==> src/rtl/inst_mem_loader.sv <==
// rtl/inst_mem_loader.sv - framed byte stream to instruction memory loader with checksum
module inst_mem_loader #(
    parameter int          ADDR_WIDTH = 8,
    parameter logic [7:0]  SYNC_BYTE  = 8'hA5
) (
    input  logic                  clk,
    input  logic                  rst_n,
    input  logic                  byte_valid,
    input  logic [7:0]            byte_data,
    output logic                  byte_ready,
    output logic                  mem_we,
    output logic [ADDR_WIDTH-1:0] mem_waddr,
    output logic [31:0]           mem_wdata,
    output logic                  cpu_hold,
    output logic                  load_done,
    output logic                  load_error
);

    localparam logic [16:0] DEPTH_W = 17'(2 ** ADDR_WIDTH);

    localparam logic [2:0] S_IDLE   = 3'd0;
    localparam logic [2:0] S_LEN_HI = 3'd1;
    localparam logic [2:0] S_LEN_LO = 3'd2;
    localparam logic [2:0] S_DATA   = 3'd3;
    localparam logic [2:0] S_CHECK  = 3'd4;
    localparam logic [2:0] S_DONE   = 3'd5;
    localparam logic [2:0] S_ERROR  = 3'd6;

    logic [2:0]            state, state_nxt;
    logic [7:0]            len_hi;
    logic [15:0]           words_left;
    logic [1:0]            byte_cnt;
    logic [23:0]           asm_word;
    logic [7:0]            chk_acc;
    logic [ADDR_WIDTH-1:0] wr_addr;
    logic                  xfer;
    logic [15:0]           len_rx;

    assign xfer   = byte_valid && byte_ready;
    assign len_rx = {len_hi, byte_data};

    assign cpu_hold   = (state != S_DONE);
    assign load_done  = (state == S_DONE);
    assign load_error = (state == S_ERROR);

    always_comb begin
        state_nxt = state;
        if (xfer) begin
            case (state)
                S_IDLE:   if (byte_data == SYNC_BYTE) state_nxt = S_LEN_HI;
                S_LEN_HI: state_nxt = S_LEN_LO;
                S_LEN_LO: begin
                    if ({1'b0, len_rx} > DEPTH_W)
                        state_nxt = S_ERROR;
                    else if (len_rx == 16'd0)
                        state_nxt = S_CHECK;
                    else
                        state_nxt = S_DATA;
                end
                S_DATA:   if (byte_cnt == 2'd3 && words_left == 16'd1) state_nxt = S_CHECK;
                S_CHECK:  state_nxt = (byte_data == chk_acc) ? S_DONE : S_ERROR;
                default:  state_nxt = state;
            endcase
        end
    end

    always_ff @(posedge clk or negedge rst_n) begin
        if (!rst_n) begin
            state      <= S_IDLE;
            byte_ready <= 1'b0;
            len_hi     <= 8'd0;
            words_left <= 16'd0;
            byte_cnt   <= 2'd0;
            asm_word   <= 24'd0;
            chk_acc    <= 8'd0;
            wr_addr    <= '0;
            mem_we     <= 1'b0;
            mem_waddr  <= '0;
            mem_wdata  <= 32'd0;
        end else begin
            state      <= state_nxt;
            // Ready tracks the state being entered so terminal states stop the stream at once
            byte_ready <= (state_nxt != S_DONE) && (state_nxt != S_ERROR);
            mem_we     <= 1'b0;
            if (xfer) begin
                case (state)
                    S_IDLE: begin
                        if (byte_data == SYNC_BYTE) begin
                            chk_acc  <= 8'd0;
                            wr_addr  <= '0;
                            byte_cnt <= 2'd0;
                        end
                    end
                    S_LEN_HI: len_hi <= byte_data;
                    S_LEN_LO: words_left <= len_rx;
                    S_DATA: begin
                        chk_acc  <= chk_acc ^ byte_data;
                        byte_cnt <= byte_cnt + 2'd1;
                        asm_word <= {asm_word[15:0], byte_data};
                        if (byte_cnt == 2'd3) begin
                            mem_we     <= 1'b1;
                            mem_waddr  <= wr_addr;
                            mem_wdata  <= {asm_word, byte_data};
                            words_left <= words_left - 16'd1;
                            // Holding the address on the last word keeps N = DEPTH from wrapping
                            if (words_left != 16'd1)
                                wr_addr <= wr_addr + ADDR_WIDTH'(1);
                        end
                    end
                    default: ;
                endcase
            end
        end
    end

endmodule

==> config.mk <==
export PLATFORM = sky130hd
export DESIGN_NAME = inst_mem_loader
export DESIGN_NICKNAME = d
export VERILOG_FILES = /design/src/rtl/inst_mem_loader.sv
export SDC_FILE = /design/constraint.sdc
export NUM_CORES = 1
export LEC_CHECK = 0
export CAP_MARGIN = 20
export CORE_ASPECT_RATIO = 1.25
export CORE_MARGIN = 2
export CORE_UTILIZATION = 35
export DETAILED_ROUTE_END_ITERATION = 8
export PLACE_DENSITY = 0.64
export SYNTH_ARGS = -nofsm -noshare
export SYNTH_HDL_FRONTEND = slang
export SYNTH_SLANG_ARGS = --single-unit
==> constraint.sdc <==
create_clock -name clk -period 3.7 [get_ports clk]
set_clock_uncertainty 0.05 [all_clocks]
set_input_delay 0.37 -clock clk [delete_from_list [all_inputs] [get_ports clk]]
set_output_delay 0.37 -clock clk [all_outputs]
set_load 0.02 [all_outputs]
Yosys cells after proc, flatten, opt, wreduce, memory -nomap -nowiden:

Index checks and enable logic that the tools add are counted.

* bits in registers: 111
* bits of input ports: 11
* output and inout port bits: 45
* word-level logic and storage cells: 65

* $add $sub $neg: 3
* order comparisons: 1
* equal/unequal tests: 17
* muxes and demuxes: 19
* bitwise gates (word level): 1
* reduce and logical (&&, ||, !) cells: 13

Operators with widths (number)
* 16-bit case mux with 2 select lines: 1
* 8-bit case mux with 2 select lines: 2
* 8-bit two-way mux: 3
* 16-bit by 1-bit equality test with 1-bit output (second input constant): 1
* 16-bit by 9-bit greater-than comparator with 1-bit output (second input constant): 1
* 16-bit logical NOT: 1
* 16-bit two-way mux: 1
* 16-bit by 1-bit != test with 1-bit output (second input constant): 1
* 16-bit by 1-bit subtractor with 16-bit output (second input constant): 1
* 3-bit two-way mux: 5
* 3-bit case mux with 5 select lines: 1
* 3-bit equality test (second input constant): 3
* 3-bit != test (second input constant): 3
* 3-bit AND reduction: 3
* 8-bit by 1-bit adder with 8-bit output (second input constant): 1
* 8-bit equality test: 1
* 8-bit equality test (second input constant): 1
* 8-bit bitwise XOR: 1
* 3-bit by 2-bit equality test with 1-bit output (second input constant): 2
* 2-bit != test (second input constant): 3
* 5-bit AND reduction: 1
* 2-bit two-way mux: 2
* 2-bit case mux with 2 select lines: 1
* 2-bit AND reduction: 2
* other kinds (7): 12

Depth between registers and ports, before layout:

Gate-level depths: netlist (run 1).

* depth after elaboration: 7
* gate-level depth with buffers: 8
* depth with buffers taken out: 8

Worst setup path after synthesis (run 1):

OpenSTA, ideal clock, no wires.

* path type: reg-to-reg
* start point: register state[2]
* end point: register wr_addr[5]
* setup time: 0.078 ns
* arrival time: 1.979 ns
* required time: 3.572 ns
* setup slack: 1.594 ns
* stages on the path, launching flop included: 8
* buffers on the path: 1
* period minus slack after synthesis: 2.106 ns
* cell sequence: dfrtp_1 buf_6 nor4b_2 nand3_2 a21o_1 a21o_4 or4_1 a21oi_1

* longest elaborated chain between the ends: 3
* elaborated cells on any way between the ends: 8
* those cells by class: eq/ne (4); mux (1); reduce/logical (3)

Ends and longest elaborated chain
* start, declared: line 29 `logic [2:0] state, state_nxt;`
* start signal, assigned: line 81 `state <= state_nxt;`
* 3-bit by 2-bit equality test with 1-bit output / 3-bit logical NOT (equally long branches): line 86 `case (state)`
* 2-bit != test (no line) / 2-bit nonzero test (equally long branches)
* 5-bit AND reduction (no line)
* end signal, assigned: line 107 `wr_addr <= wr_addr + ADDR_WIDTH'(1);`
* end, declared: line 35 `logic [ADDR_WIDTH-1:0] wr_addr;`

Several ways; a longest one is shown, not always the timed one.
A chain may end at the register's enable or synchronous reset.

Worst setup path after layout (run 1):

* start point: input port byte_data[4]
* end point: register wr_addr[5]

* longest elaborated chain between the ends: 3

Ends and longest elaborated chain
* start, declared: line 9 `input logic [7:0] byte_data,`
* 8-bit equality test: line 88 `if (byte_data == SYNC_BYTE) begin`
* 2-bit != test (no line)
* 5-bit AND reduction (no line)

Every way passes these cells.

==> results.yml, run 1 <==
floorplanning:
  dieArea_um2: 15400
  coreArea_um2: 14200
  die_h_um: 138
  dieWidth_um: 111
  row_count: 49
  initial_utilization_pct: 35.5
  ios: 56
timing:
  drv_slew: 0
  min_period_ps: 2640
  max_freq_mhz: 379
  rsz0062_at_grt: "false"
  hold_viol_final: 0
  worst_slew_pin_slew_ps: 915
  min_period_over_period_pct: 71.3
  finalSetupTns_ps: 0
  slew_headroom_pct: 39.0
  setup_viol: 0
worst_setup_path:
  cp_max_fo: 15
  max_stage_delay_ps: 600
  slowest_stage: "clkdlybuf4s50_1"
  required_ps: 3930
  critical_path.top_delay_family: "simple AND/OR/NAND/NOR gates"
  path_buf_inv: 1
  criticalPathCategory: "in2reg"
  start_kind: "primary input"
  crit_chain: "clkdlybuf4s50_1 > nor4_4 > nand3_2 > a21o_1 > a21o_4 > or4_1 > a21oi_1"
  critPathCaptureType: "flop"
  r2r-start: "words_left[6]$_DFFE_PN0P_"
  arrival_ps: 2860
  critical_path.startpoint: "byte_data[4]"
grt:
  grt_max_degree: 73
  track_usage_pct: 15.4
  overflow: 0
  grt_antenna_before_repair: 0
  grt_pass1_wl_um: 19300
  grt_pass1_vias: 3811
final_layout:
  drive_gt1_share_pct: 15.2
  regArea_um2: 2780
  nets: 551
  antennaDiodeCount: 0
  fin_cells: 719
  syn_to_final_growth_pct: 20.6
  final_cell_mix: "111 x dfrtp_1, 87 x nand2_1, 54 x clkdlybuf4s50_1"
  layout_commonest_cell: "dfrtp_1"
  multiInputGateArea_um2: 2130
  nFillCells: 1375
detailed_routing:
  wirelength_um: 11600
  drt_iter0_markers: 224
  vias: 3787
  ant_nets: 0
  drcViolationCount: 0
  drtPass1Iterations: 5
  routed_via_density: 5.27
  wire_per_inst_um: 16.1
logic_synthesis:
  synth-seq-cells: 111
  synth_edf_count: 0
  synth_seq_area_share_pct: 55.0
  ys.flop_type: "dfrtp_1"
  syn-cell-area_um2: 5050
  syn_avg_cell_area_um2: 10.4
  ys_warn_count: 0
  synth_fp_nets: 502
  yosysUniqueCellTypes: 52
  syn_inst: 487
  async_reset_ff_share_pct: 100
placement:
  io_buffers: 55
  dp_hpwl_um: 8160
  dpl.cell_count: 703
  place.gp.congestion: 0.842
pwr:
  power_frac_clock_pct: 23.2
  p_per_area_nw_per_um2: 688
  switching_share_pct: 35.8
  irDropWorstVdd_v: 0.000307
  combPwrFrac_pct: 30.1
  p_switching_mw: 1.50
  p_leak_nw: 2.74
  seq_power_share_pct: 46.7
  intPower_mw: 2.69
worst_hold_path:
  hp-class: "in2async"
clock_tree:
  cts.sinks: 111
  cts_root_buffer: "clkbuf_16"
  path_clk_slew_ps: 70
  cts_resized: 0
  cts_tree: "built"
  postCtsSetupBuffers: 0
  cts_buffer_depth: 2
  cts_max_level: 3
  numCtsBuffers: 9
  ctsHoldBuffers: 0
  clk_latency_ps: 350
job:
  max-cap-violations: 0
status:
  status: "finished, final reports clean"
-- power by group through the flow --
stage / clock network (mW) / logic [mW] / registers [mW]
after floorplan: 0 / 0.765 / 1.97
after global placement: 0 / 1.23 / 1.97
after detailed placement: 0 / 1.26 / 1.98
after CTS: 0.993 / 1.27 / 1.96
after global routing: 1.05 / 1.40 / 2.02
final: 0.974 / 1.26 / 1.96
-- per-layer routing --
| metal | vias to the layer above | part of all wire (%) | GRT usage [%] |
|---|---|---|---|
| li1 | 1800 | - | - |
| met1 | 1880 | 45 | 20.0 |
| met2 | 94 | 50 | 26.0 |
| met3 | 13 | 3.9 | 2.50 |
| met4 | 0 | 1.8 | 5.72 |
| met5 | - | 0 | 0 |
-- worst register-to-register path, cell delays in order, from the launching register on --
cell       delay, ps
dfrtp_1          450
nor4_1           600
nand4_1          260
o21ai_0          580
a2111oi_0        260
xnor2_1          180
nor2_1            60
-- worst paths after layout --
| path | to | slack (ps) | cells past startpoint |
|---|---|---|---|
| worst max-delay path | wr_addr[5]$_DFFE_PN0P_ | 1060 | 7 |
| worst min-delay path | mem_wdata[8]$_DFFE_PN0P_ | 90 | 1 |
| worst max register to register | wr_addr[6]$_DFFE_PN0P_ | 1120 | 6 |
| worst min register to register | asm_word[20]$_DFFE_PN0P_ | 430 | 2 |
| max in group asynchronous | words_left[7]$_DFFE_PN0P_ | 2620 | 2 |
| min in group clk | asm_word[20]$_DFFE_PN0P_ | 430 | 2 |
-- layout make-up --
class	count	share of cell area (%)
clock buffer	11	4.15
clock inverter	5	0.842
tap	178	3.66
inverter	8	0.493
multi-input combinational	342	35.0
sequential	111	45.6
timing repair buffer	64	10.2
-- kinds of logic (layout without fill, tap and decap cells) --
family / count (synthesis) / after routing / synth area share, %
compound gates: 94 / 94 / 11.3
xor+xnor: 13 / 13 / 2.25
buf+inv: 34 / 88 / 2.85
flops: 111 / 111 / 55.0
fa+ha+maj: 4 / 4 / 0.991
simple gates: 183 / 183 / 16.9
mux: 48 / 48 / 10.7
-- Yosys cell counts (2+ instances only) --
cell       count  area share, %
inv_1          8           0.59
nand2_1       88            6.5
nand4_1        8           0.99
dfrtp_1      111             55
o2bb2ai_1      2           0.35
buf_2          4           0.40
nand3_1       10           0.99
ha_1           4           0.99
and3_1         4           0.50
a21o_1         2           0.30
or4_1          3           0.45
buf_1          4           0.30
nor3_1         8           0.79
a21oi_1       19            1.9
a22o_1         2           0.35
o211ai_1       2           0.30
nor2b_1        4           0.50
o31ai_1        2           0.30
a211oi_1       2           0.30
a2111oi_0      3           0.52
and2_1         3           0.37
nor4_1         5           0.62
o21ai_0       44            4.4
xnor2_1       12            2.1
nor2_1        37            2.7
nand2b_1       4           0.50
a22oi_1        4           0.59
mux2_2        48             11
clkbuf_1      16            1.2
a41oi_1        2           0.35
-- per-stage QoR --
stage	utilization [%]	cell area (µm²)	total power, mW	hold slack [ps]	setup slack [ps]
CTS	42.8	6090	4.22	129	1090
finish	42.8	6090	4.19	93.7	1060
global placement	40.6	5770	3.20	408	794
global route	42.8	6090	4.47	179	805
floorplan	-	5050	2.73	24.4	1590
detailed placement	40.7	5790	3.24	414	716
-- state kept, by name, indices dropped and copies added, names as in the netlist --
| name | cells |
|---|---|
| mem_we | 1 |
| words_left | 16 |
| byte_cnt | 2 |
| len_hi | 8 |
| state | 3 |
| byte_ready | 1 |
| mem_wdata | 32 |
| wr_addr | 8 |
| chk_acc | 8 |
| mem_waddr | 8 |
| asm_word | 24 |
Power figures use the tool's default switching activity.
==> run 2, diff against run 1 <==
--- a/config.mk
+++ b/config.mk
@@ -10,7 +10,7 @@
 export CORE_MARGIN = 2
 export CORE_UTILIZATION = 35
 export DETAILED_ROUTE_END_ITERATION = 8
-export PLACE_DENSITY = 0.64
+export PLACE_DENSITY = 0.66
 export SYNTH_ARGS = -nofsm -noshare
 export SYNTH_HDL_FRONTEND = slang
 export SYNTH_SLANG_ARGS = --single-unit
==> constraint.sdc (replaced) <==
create_clock -name clk -period 2.2 [get_ports clk]
set_clock_uncertainty 0.05 [all_clocks]
set_input_delay 0.22 -clock clk [delete_from_list [all_inputs] [get_ports clk]]
set_output_delay 0.22 -clock clk [all_outputs]
set_load 0.02 [all_outputs]
==> run 2 against run 1 <==
Against the previous run:
- core utilization is 2.6 points higher
- via count is 5.4% higher
- critical path depth is 2 higher
- combinational power is 89% higher
- die area stayed put
- final area is 6.0% higher
- worst hold slack better by 300 ps
- critical endpoint is now wr_addr[7]$_DFFE_PN0P_
- largest cell class unchanged
- highest routed layer unchanged
==> results.yml, run 2 (synthesis gave the netlist of run 1 again) <==
status:
  status: "finished, final reports clean"
timing:
  whs_ps: 393
  drv_slew: 0
  finalSetupTns_ps: 0
  max_freq_mhz: 469
  slew_headroom_pct: 55.6
  setup_viol: 0
  min_period_over_period_pct: 96.8
  hold_viol_final: 0
  rsz0062_at_grt: "true"
  worst_slew_pin_slew_ps: 666
  setup_slack_ps: 69.8
  min_period_ps: 2130
floorplanning:
  ios: 56
  dieArea_um2: 15400
  dieWidth_um: 111
  coreArea_um2: 14200
  die_h_um: 138
  row_count: 49
  initial_utilization_pct: 35.5
placement:
  place_ws_ps: -264
  dpl.cell_count: 740
  io_buffers: 55
  dp_hpwl_um: 8820
  place.gp.congestion: 0.900
worst_setup_path:
  slowest_stage: "or4_1"
  crit_chain: "inv_2 > ha_1 > nor2b_1 > nand4_1 > o21ai_1 > buf_4 > a21o_4 > or4_1 > a21oi_2"
  critical_path.top_delay_family: "simple AND/OR/NAND/NOR gates"
  r2r_cells: 9
  required_ps: 2420
  criticalPathCategory: "reg2reg"
  path_buf_inv: 2
  arrival_ps: 2360
  critPathCaptureType: "flop"
  rrSetupSlack_ps: 70
  cp_max_fo: 5
  max_stage_delay_ps: 520
  start_kind: "flop"
  cp.depth: 9
detailed_routing:
  wire_per_inst_um: 16.0
  wirelength_um: 12100
  vias: 3990
  drt_iter0_markers: 287
  drtPass1Iterations: 5
  drcViolationCount: 0
  ant_nets: 0
  routed_via_density: 5.27
grt:
  grt_pass1_vias: 3964
  grt_max_degree: 52
  grt_antenna_before_repair: 0
  track_usage_pct: 16.1
  overflow: 0
  grt_pass1_wl_um: 20200
final_layout:
  nets: 590
  drive_gt1_share_pct: 21.4
  final_cell_mix: "111 x dfrtp_1, 87 x nand2_1, 51 x clkdlybuf4s50_1"
  multiInputGateArea_um2: 2180
  regArea_um2: 2780
  fin_cells: 757
  antennaDiodeCount: 0
  top_register: "mem_wdata"
  layout_commonest_cell: "dfrtp_1"
  syn_to_final_growth_pct: 27.8
  top_regs: "mem_wdata: 32 flops, asm_word: 24 flops, words_left: 16 flops"
  nFillCells: 1343
  largest_register_ffs: 32
pwr:
  total_power_mw: 7.32
  p_leak_nw: 2.98
  irDropWorstVdd_v: 0.000670
  p_per_area_nw_per_um2: 1130
clock_tree:
  cts_root_buffer: "clkbuf_16"
  cts_max_level: 3
  cts_tree: "built"
  clk_latency_ps: 350
  numCtsBuffers: 9
  path_clk_slew_ps: 70
  cts_buffer_depth: 2
  cts.sinks: 111
job:
  max-cap-violations: 0
worst_hold_path:
  hp-class: "in2async"
==> run 2: cell types whose count changed in the layout (fill, tap and decap cells not counted), sizes merged <==
cell	change
bufinv	+1
dlymetal6s2s	+3
clkbuf	-2
clkdlybuf4s50	-3
dlygate4sd3	+1
buf	+38
clkinvlp	-1
clkinv	+1
==> run 2: layout make-up <==
| cell class | instances | area share [%] |
|---|---|---|
| Tap cell | 178 | 3.45 |
| Inverter | 8 | 0.465 |
| Sequential cell | 111 | 43.0 |
| Clock inverter | 6 | 1.09 |
| Clock buffer | 9 | 3.49 |
| Timing Repair Buffer | 103 | 14.8 |
| Multi-Input combinational cell | 342 | 33.7 |
==> run 2: worst paths after layout <==
| check | startpoint | endpoint |
|---|---|---|
| max in group asynchronous | rst_n | len_hi[7]$_DFFE_PN0P_ |
| setup / recovery | words_left[1]$_DFFE_PN0P_ | wr_addr[7]$_DFFE_PN0P_ |
| min in group clk | asm_word[23]$_DFFE_PN0P_ | asm_word[23]$_DFFE_PN0P_ |
| hold reg to reg | asm_word[23]$_DFFE_PN0P_ | asm_word[23]$_DFFE_PN0P_ |
| setup reg to reg | words_left[1]$_DFFE_PN0P_ | wr_addr[7]$_DFFE_PN0P_ |
| hold / removal | rst_n | mem_waddr[0]$_DFFE_PN0P_ |
==> run 2: worst reg2reg max path: cells and delay by family, from the launching register on <==
kind / cells / cell delay (ps)
flip-flops: 1 / 360
buffers and inverters: 2 / 210
AO/OA/AOI/OAI: 3 / 450
adder cells (fa/ha/maj): 1 / 170
AND/OR/NAND/NOR: 3 / 830
==> run 2: metal layers <==
metal  GRT usage [%]  routed length, µm  vias to the layer above
met3            2.67                528                       25
li1                -                  -                     1886
met2            26.5               5980                      115
met5               0                  0                        -
met1            21.4               5340                     1964
met4            5.98                274                        0
==> run 2: power by group <==
group / internal (mW) / switching, mW / leakage, nW
combinational: 1.14 / 1.23 / 1.37
clock: 0.889 / 0.742 / 0.145
sequential: 2.69 / 0.615 / 1.46
==> run 2: repair_timing <==
action                                  in CTS  in global routing
gates cloned                                 0                  0
hold endpoints to repair                    47                  0
hold buffers                                 1                  0
endpoints found under the setup margin       3                  9
gates resized for setup                      1                 13
setup buffers                                0                  1
pin swaps                                    0                  2
==> run 2: per-stage QoR <==
stage	util [%]	cell area, µm²
after floorplan	-	5050
after global placement	42.8	6090
after detailed placement	42.8	6090
after CTS	45.0	6400
after global routing	45.4	6460
final	45.4	6460
